## config.mk

```make
export PLATFORM = sky130hd
export DESIGN_NAME = fifo_rd_stream_flat
export DESIGN_NICKNAME = d
export VERILOG_FILES = /design/src/rtl/fifo_pkg.sv /design/src/rtl/fifo_rd_stream_if.sv /design/src/rtl/fifo_skid_buf.sv /design/src/rtl/fifo_rd_stream.sv /design/src/flat_wrapper.sv
export SDC_FILE = /design/constraint.sdc
export NUM_CORES = 1
export LEC_CHECK = 0
export CORE_MARGIN = 5
export CORE_UTILIZATION = 55
export CTS_BUF_LIST = sky130_fd_sc_hd__clkbuf_4 sky130_fd_sc_hd__clkbuf_8 sky130_fd_sc_hd__clkbuf_16
export DETAILED_ROUTE_END_ITERATION = 16
export DONT_BUFFER_PORTS = 1
export PLACE_DENSITY = 0.83
export SLEW_MARGIN = 20
export SYNTH_ARGS = -nofsm -noshare
export SYNTH_HDL_FRONTEND = slang
export SYNTH_SLANG_ARGS = --single-unit
```

## constraint.sdc

```tcl
create_clock -name clk_rd -period 3.2 [get_ports clk_rd]
set_input_delay 0.64 -clock clk_rd [delete_from_list [all_inputs] [get_ports clk_rd]]
set_output_delay 0.64 -clock clk_rd [all_outputs]
set_load 0.01 [all_outputs]
```

## src/rtl/fifo_pkg.sv

```systemverilog
// Shared FIFO definitions: default widths, word type, read-latency bound, skid sizing helper.
// Combinational constants only; no latency, no backpressure.
package fifo_pkg;
   localparam int DEFAULT_DATA_WIDTH = 8;
   localparam int DEFAULT_ADDR_WIDTH = 4;
   localparam int MAX_RD_LATENCY     = 2;

   typedef logic [DEFAULT_DATA_WIDTH-1:0] fifo_word_t;

   // One entry per in-flight read plus one so reads keep flowing while the head is being popped.
   function automatic int skid_depth(input int rd_latency);
      return rd_latency + 1;
   endfunction
endpackage

```

## src/rtl/fifo_rd_stream_if.sv

```systemverilog
// Valid/ready word stream leaving the FIFO read stage.
// Wires only; master holds valid/data stable until ready.
interface fifo_rd_stream_if #(
   parameter int DATA_WIDTH = fifo_pkg::DEFAULT_DATA_WIDTH
) ();
   logic                  valid;
   logic                  ready;
   logic [DATA_WIDTH-1:0] data;

   modport master (output valid, output data, input ready);
   modport slave  (input valid, input data, output ready);
endinterface

```

## src/rtl/fifo_skid_buf.sv

```systemverilog
// Circular skid buffer of DEPTH words; head is read straight from registered storage.
// Push lands in one cycle; the owner guarantees no push when full, flush empties it.
module fifo_skid_buf #(
   parameter int DEPTH      = 2,
   parameter int DATA_WIDTH = 8,
   parameter int CW         = 2
) (
   input  logic                  clk,
   input  logic                  rst,
   input  logic                  flush,
   input  logic                  push,
   input  logic [DATA_WIDTH-1:0] push_data,
   input  logic                  pop,
   output logic [DATA_WIDTH-1:0] head,
   output logic [CW-1:0]         count
);
   localparam int PW = (DEPTH > 1) ? $clog2(DEPTH) : 1;

   logic [DATA_WIDTH-1:0] mem [DEPTH];
   logic [PW-1:0]         wptr;
   logic [PW-1:0]         rptr;

   function automatic logic [PW-1:0] nxt(input logic [PW-1:0] p);
      return (p == PW'(DEPTH - 1)) ? '0 : p + 1'b1;
   endfunction

   always_ff @(posedge clk) begin
      if (rst) begin
         wptr  <= '0;
         rptr  <= '0;
         count <= '0;
         for (int i = 0; i < DEPTH; i++) mem[i] <= '0;
      end else if (flush) begin
         wptr  <= '0;
         rptr  <= '0;
         count <= '0;
      end else begin
         if (push) begin
            mem[wptr] <= push_data;
            wptr      <= nxt(wptr);
         end
         if (pop) rptr <= nxt(rptr);
         if (push && !pop)      count <= count + 1'b1;
         else if (!push && pop) count <= count - 1'b1;
      end
   end

   assign head = mem[rptr];
endmodule

```

## src/rtl/fifo_rd_stream.sv

```systemverilog
// FIFO read drain: issues reads, absorbs RD_LATENCY in a skid buffer, emits a valid/ready stream.
// First word visible RD_LATENCY cycles after its read; reads stop when buffered + in-flight words fill the skid.
module fifo_rd_stream
   import fifo_pkg::*;
#(
   parameter int DATA_WIDTH = DEFAULT_DATA_WIDTH,
   parameter int RD_LATENCY = 1,
   parameter int CNT_WIDTH  = 16
) (
   input  logic                  clk_rd,
   input  logic                  rst,
   input  logic                  flush,
   input  logic                  fifo_empty,
   output logic                  fifo_rd_en,
   input  logic [DATA_WIDTH-1:0] fifo_data,
   fifo_rd_stream_if.master      m,
   output logic [CNT_WIDTH-1:0]  word_cnt
);
   localparam int SKID_DEPTH = skid_depth(RD_LATENCY);
   localparam int CW         = $clog2(skid_depth(MAX_RD_LATENCY) + 1);

   logic [RD_LATENCY-1:0] pipe;
   logic [CW-1:0]         skid_count;
   logic [CW-1:0]         inflight;
   logic [CW-1:0]         discard;
   logic [CW:0]           used;
   logic                  tail;
   logic                  pop;
   logic                  push;

   assign tail = pipe[RD_LATENCY-1];
   assign pop  = m.valid & m.ready;
   assign push = tail & (discard == '0);

   always_comb begin
      inflight = '0;
      for (int i = 0; i < RD_LATENCY; i++) inflight = inflight + CW'(pipe[i]);
   end

   // Credits count the slot freed by this cycle's pop so a streaming consumer sees one word per cycle.
   assign used = {1'b0, skid_count} - {{CW{1'b0}}, pop} + {1'b0, inflight} + {1'b0, discard};

   assign fifo_rd_en = ~fifo_empty & ~flush & ~rst & (used < (CW + 1)'(SKID_DEPTH));

   always_ff @(posedge clk_rd) begin
      if (rst) begin
         pipe     <= '0;
         discard  <= '0;
         word_cnt <= '0;
      end else begin
         pipe <= (pipe << 1) | RD_LATENCY'(fifo_rd_en);
         // A word arriving on the flush edge is already lost with the buffer, so it is not counted.
         if (flush)                    discard <= inflight - CW'(tail);
         else if (tail && discard != '0) discard <= discard - 1'b1;
         if (pop) word_cnt <= word_cnt + 1'b1;
      end
   end

   fifo_skid_buf #(
      .DEPTH      (SKID_DEPTH),
      .DATA_WIDTH (DATA_WIDTH),
      .CW         (CW)
   ) u_skid (
      .clk        (clk_rd),
      .rst        (rst),
      .flush      (flush),
      .push       (push),
      .push_data  (fifo_data),
      .pop        (pop),
      .head       (m.data),
      .count      (skid_count)
   );

   assign m.valid = (skid_count != '0);
endmodule

```

## src/flat_wrapper.sv

```systemverilog
// flat-port wrapper written by rule: the top's interface ports become plain ports
module fifo_rd_stream_flat import fifo_pkg::*;
#(
   parameter int DATA_WIDTH = DEFAULT_DATA_WIDTH,
   parameter int RD_LATENCY = 1,
   parameter int CNT_WIDTH  = 16
)
  (clk_rd, rst, flush, fifo_empty, fifo_rd_en, fifo_data, word_cnt, m_valid, m_data, m_ready);
  fifo_rd_stream_if #(.DATA_WIDTH(DATA_WIDTH)) m_i ();
  input  logic clk_rd;
  input  logic rst;
  input  logic flush;
  input  logic fifo_empty;
  output logic fifo_rd_en;
  input  logic [DATA_WIDTH-1:0] fifo_data;
  output logic [CNT_WIDTH-1:0] word_cnt;
  output wire logic [$bits(m_i.valid)-1:0] m_valid;
  output wire logic [$bits(m_i.data)-1:0] m_data;
  input wire logic [$bits(m_i.ready)-1:0] m_ready;
  assign m_valid = m_i.valid;
  assign m_data = m_i.data;
  assign m_i.ready = m_ready;
  fifo_rd_stream #(.DATA_WIDTH(DATA_WIDTH), .RD_LATENCY(RD_LATENCY), .CNT_WIDTH(CNT_WIDTH)) u_core (.clk_rd(clk_rd), .rst(rst), .flush(flush), .fifo_empty(fifo_empty), .fifo_rd_en(fifo_rd_en), .fifo_data(fifo_data), .m(m_i), .word_cnt(word_cnt));
endmodule
```

**Yosys cells after proc, flatten, opt, wreduce, memory -nomap -nowiden**

Memories as Yosys holds them, arrays and structs flattened. A register that Yosys moved wholly into a read port is not among the register bits.
Index checks and enable logic that the tools add are counted.

- $add $sub $neg: 10
- Multipliers: 0
- Divide/modulo/power cells: 0
- $lt $le $gt $ge: 1
- Eq/ne operators: 0
- Shifts and indexed selects: 0
- Mux-type cells: 17
- Bitwise operators: 8
- Reduce and logical (&&, ||, !) cells: 12

Operators by type and width:

| operator | number |
|---|---|
| $add A16 B1 Y16 const B | 1 |
| $mux W1 | 12 |
| $mux W2 | 4 |
| $mux W8 | 1 |
| $reduce_bool A2 Y1 | 4 |
| $reduce_or A8 Y1 | 1 |
| $and A1 B1 Y1 | 5 |
| $sub A2 B1 Y2 const B | 2 |
| $add A3 B1 Y3 | 1 |
| $add A3 B2 Y3 | 1 |
| $logic_and A1 B1 Y1 | 3 |
| $lt A3 B2 Y1 const B | 1 |
| $not A1 Y1 | 3 |
| $sub A2 B1 Y3 | 1 |
| $add A1 B1 Y1 const B | 2 |
| $add A2 B1 Y2 const B | 1 |
| $logic_not A1 Y1 | 2 |
| $logic_not A2 Y1 | 1 |
| $reduce_or A2 Y1 | 1 |
| $sub A1 B1 Y2 | 1 |

- Register bits: 23
- Latch bits: 0
- Bits in writable memories: 16
- Bits in read-only memories: 0
- Input bits: 13
- Output and inout bits: 26
- Logic and storage cells: 55
- Memories: 1

Memory list:

| name | depth | bits a word | rd ports | clocked after memory_dff | wr ports | line | text |
|---|---|---|---|---|---|---|---|
| u_core.u_skid.mem | 2 | 8 | 1 | 1 | 2 | fifo_skid_buf.sv:19 | `logic [DATA_WIDTH-1:0] mem [DEPTH];` |

**Longest topological paths before layout**

- Word-level depth: 8
- Mapped depth: 10

**Modules after synthesis**

From an unflattened synthesis, not the netlist that was laid out.

- Cell total of the unflattened synthesis: 185
- Area total of the unflattened synthesis: 1905.6 sq um

Modules (own cells, without submodules):

| module | instances | cells an instance | area each (sq um) | sequential area each (sq um) |
|---|---|---|---|---|
| fifo_rd_stream | 1 | 111 | 987.2 | 380.4 |
| fifo_skid_buf | 1 | 74 | 918.4 | 580.6 |

**Worst setup path after synthesis**

Ideal clock, no wire load.

- Kind: in2out
- From: in m_ready
- To: out fifo_rd_en
- Data arrival time: 2.709 ns
- Data required time: 2.560 ns
- Slack: -0.149 ns
- Cell stages on the path: 8
- Path buffers: 0
- Cells stage by stage: o21ai_1 -> inv_1 -> ha_1 -> inv_1 -> ha_1 -> a21o_1 -> fa_1 -> nor4_1

- Word-level cells in the longest chain between the ends: 6

Ends and longest elaborated chain:

| item | line | text |
|---|---|---|
| from (decl) | flat_wrapper.sv:19 | `input wire logic [$bits(m_i.ready)-1:0] m_ready;` |
| $and A1 B1 Y1 | fifo_rd_stream.sv:32 | `assign pop = m.valid & m.ready;` |
| net u_core.pop | fifo_rd_stream.sv:28 | `logic pop;` |
| $sub A2 B1 Y3 | fifo_rd_stream.sv:41 | `assign used = {1'b0, skid_count} - {{CW{1'b0}}, pop} + {1'b0, inflight} + {1'b0, discard};` |
| $add A3 B1 Y3 | fifo_rd_stream.sv:41 |  |
| $add A3 B2 Y3 | fifo_rd_stream.sv:41 |  |
| $lt A3 B2 Y1 | fifo_rd_stream.sv:43 | `assign fifo_rd_en = ~fifo_empty & ~flush & ~rst & (used < (CW + 1)'(SKID_DEPTH));` |
| $and A1 B1 Y1 | fifo_rd_stream.sv:43 |  |
| to (decl) | flat_wrapper.sv:14 | `output logic fifo_rd_en;` |

The timed path passes the listed nets, and every way through them passes these cells.

**Worst setup path in the final report**

- From: reg u_core.u_skid.count[1]
- To: out fifo_rd_en

- Word-level cells in the longest chain between the ends: 7

Ends and longest elaborated chain:

| item | line | text |
|---|---|---|
| from (decl) | fifo_skid_buf.sv:15 | `output logic [CW-1:0] count` |
| from (signal assigned) | fifo_skid_buf.sv:43 | `if (push && !pop) count <= count + 1'b1;` |
| from (signal assigned) | fifo_skid_buf.sv:44 | `else if (!push && pop) count <= count - 1'b1;` |
| $reduce_bool A2 Y1 | fifo_rd_stream.sv:74 | `assign m.valid = (skid_count != '0);` |
| $and A1 B1 Y1 | fifo_rd_stream.sv:32 |  |
| net u_core.pop | fifo_rd_stream.sv:28 |  |
| $sub A2 B1 Y3 | fifo_rd_stream.sv:41 |  |
| $add A3 B1 Y3 | fifo_rd_stream.sv:41 |  |
| $add A3 B2 Y3 | fifo_rd_stream.sv:41 |  |
| $lt A3 B2 Y1 | fifo_rd_stream.sv:43 |  |
| $and A1 B1 Y1 | fifo_rd_stream.sv:43 |  |

The timed path passes the listed nets, and every way through them passes these cells.

==> run_results.csv <==
group,metric,value,unit
yosys,netlist_area,1840,um2
yosys,syn_avg_cell_area,10.5,um2
pwr,vdd_ir_drop_max,287,uV
cts,numCtsBuffers,5,
routing,drt-pass1-iter-count,4,
global_route,grt_max_degree,20,
yosys,yosysWarnings,0,
sta,worst_pin_slew,583,ps
sta,clock.fmax,0.321,GHz
sta,skew,12.8,ps
routing,drc,0,
routing,drtAntennaViolNets,0,
finish,drive_above_1_share,0.189,
hold_path,hold_class,"input pin to flop",
pwr,power,0.940,mW
setup_path,rrSetupSlack,990,ps
yosys,synth_edf_count,16,
finish,synthToLayoutAreaGrowth,11.9,%
routing,via_count,1265,
sta,drv_slew,0,
global_route,grt_pass1_wl,5890,um
yosys,async_flop_share,0,
yosys,ys_types,31,
cts,cts_tree,"yes",
floorplanning,fp.dieW,67.8,um
finish,fillCellCount,267,
setup_path,path_cells,"o21ai_4, inv_2, ha_4, inv_2, ha_4, a21o_1, fa_1, nor4_4",
finish,antennaDiodeCount,0,
status,status,"finished clean",
yosys,netlist_instances,176,
sta,whs,350,ps
cts,htree_num_levels,2,
setup_path,crit_type,"flop to output port",
yosys,synth_ff_type,"dfxtp_1",
hold_path,hold_start,"rst",
global_route,grt_use_total,0.170,
finish,multi_input_area,870,um2
hold_path,hold_end,"u_core.word_cnt[15]",
sta,max_slew_margin,0.608,
pwr,leakagePower,0.732,nW
routing,drt-total-wl,3580,um
global_route,grt-ovfl-total,0,
sta,setup_violations,0,
finish,layout.nets,204,
floorplanning,core-area,3280,um2
sta,finalHoldViolCount,0,
global_route,antenna_found_initial,0,
global_route,grt_pass1_vias,1316,
setup_path,r2r_cells,9,
finish,layout_commonest_cell,"dfxtp_1",
cts,cts_sinks,40,
global_route,grt.busiest_layer,"met2",
cts,path_clk_slew,130,ps
hold_path,hold_depth,1,
routing,wl_per_cell,15.5,um
setup_path,timing.rr.end,"u_core.pipe",
placed_design,post_dp_cell_area,1930,um2
finish,final_cell_mix,"dfxtp_1 (23), nor2_1 (16), and2_1 (16), edfxtp_1 (16), nand2_1 (12)",
floorplanning,die_h,67.8,um
job,max_cap_viol_count,0,
yosys,ys_seq_area_frac,0.522,
placed_design,dp_hpwl,2740,um
routing,vias_per_cell,5.48,
placed_design,globalplace.congestion,0.758,
yosys,syn_nets,196,
setup_path,cpPeakStageDelay,510,ps
finish,regArea,965,um2
sta,period_needed,3110,ps
setup_path,cp-start-kind,"flop",
setup_path,cp_data_arrival_time,2470,ps
floorplanning,ios,39,
setup_path,slowest_stage,"fa_1",
routing,drt_iter0_drc,33,
sta,rsz0062_at_grt,"yes",
setup_path,end_kind,"output port",
setup_path,r2r-start,"u_core.u_skid.count[1]",
floorplanning,rows,21,
setup_path,critical_path.max_fanout,6,
yosys,ys_ff_latch,40,
setup_path,critical_path_required,2560,ps
finish,final_cell_area,2060,um2
global_route,met2_usage,0.323,
cts,root_buffer,"clkbuf_4",
cts,clk_path_buf_depth,2,
floorplanning,start_util,0.560,
global_route,grtUsageMet3,0.0640,
sta,fin_crit_sh,0.972,
pwr,power_density,457,nW/um2
placed_design,port_buffers,0,
cts,hold_buffers,0,
floorplanning,die_area,4600,um2
cts,clock_latency,340,ps
global_route,met1_usage,0.174,
stage by stage:
| stage | setup WS [ps] | TNS (ps) | cells | utilization |
|---|---|---|---|---|
| floorplan | 105 | 0 | 176 | - |
| global placement | 234 | 0 | 222 | 0.588 |
| detailed placement | 185 | 0 | 222 | 0.588 |
| CTS | 1.28 | 0 | 230 | 0.614 |
| global route | -44.0 | -44.0 | 231 | 0.627 |
| finish | 88.1 | 0 | 231 | 0.627 |
Yosys cell counts, types with 2 or more instances:
library cell | n | share of area
nor3_1 | 5 | 0.014
or2_2 | 4 | 0.014
nand3_1 | 3 | 0.0082
clkbuf_1 | 4 | 0.0082
inv_1 | 10 | 0.020
a21oi_1 | 7 | 0.019
nand2_1 | 12 | 0.024
nor2_1 | 16 | 0.033
edfxtp_1 | 16 | 0.26
xor2_1 | 7 | 0.033
dfxtp_1 | 24 | 0.26
xnor2_1 | 9 | 0.043
o21ai_0 | 6 | 0.016
mux2_2 | 8 | 0.049
or3_1 | 4 | 0.014
nand4b_1 | 2 | 0.0095
ha_1 | 6 | 0.041
and2_1 | 16 | 0.054
nand4_1 | 2 | 0.0068
nor4_1 | 4 | 0.014
where the power goes:
| part | internal [mW] | switching (mW) | leakage, nW |
|---|---|---|---|
| Clock | 0.167 | 0.170 | 0.0418 |
| Combinational | 0.0240 | 0.0322 | 0.330 |
| Sequential | 0.540 | 0.00696 | 0.360 |
| Total | 0.731 | 0.209 | 0.732 |
worst max-delay path by stage:
stage	from	to	cells after the start
floorplan	m_ready	fifo_rd_en	8
global placement	m_ready	fifo_rd_en	8
detailed placement	m_ready	fifo_rd_en	8
CTS	u_core.u_skid.count[1]	fifo_rd_en	8
global route	u_core.u_skid.count[1]	fifo_rd_en	8
finish	u_core.u_skid.count[1]	fifo_rd_en	8
state kept, by name (all words and copies together), names as in the netlist, named ones only:
name                 count
u_core.u_skid.mem       16
u_core.u_skid.rptr       1
u_core.word_cnt         16
u_core.u_skid.wptr       1
u_core.pipe              1
u_core.discard           2
u_core.u_skid.count      2
per-layer routing:
layer | vias to the layer above | routed length [um]
met5 | - | 0
li1 | 625 | -
met1 | 589 | 1290
met4 | 0 | 46
met2 | 45 | 1910
met3 | 6 | 325
repair_timing:
action	in CTS	in global routing
setup buffers	0	1
gates resized for setup	1	6
endpoints found under the hold margin	0	0
endpoints found under the setup margin	1	1
pin swaps	1	6
final cells by class:
type,instances,share of cell area
clock inverter,3,0.0225
tap,46,0.0280
sequential,40,0.469
timing repair buffer,6,0.0219
clock buffer,5,0.0182
inverter,10,0.0182
multi-input combinational,121,0.422
critical path: cells and delay by family (launching register included):
kind                       cells  cell delay, ps
adders and majority gates      3             990
DFF                            1             380
AOI/OAI and AO/OA              2             330
and+or+nand+nor                1             330
buffers and inverters          2             110
cell families after synthesis:
family                   count (synthesis)  share of synthesized area
XOR/XNOR                                16                     0.0762
AO/OA/AOI/OAI                           18                     0.0605
adder cells (fa/ha/maj)                  7                     0.0517
AND/OR/NAND/NOR                         72                      0.207
flip-flops                              40                      0.522
buffers and inverters                   15                     0.0327
multiplexers                             8                     0.0490
(Power assumes the default switching activity.)
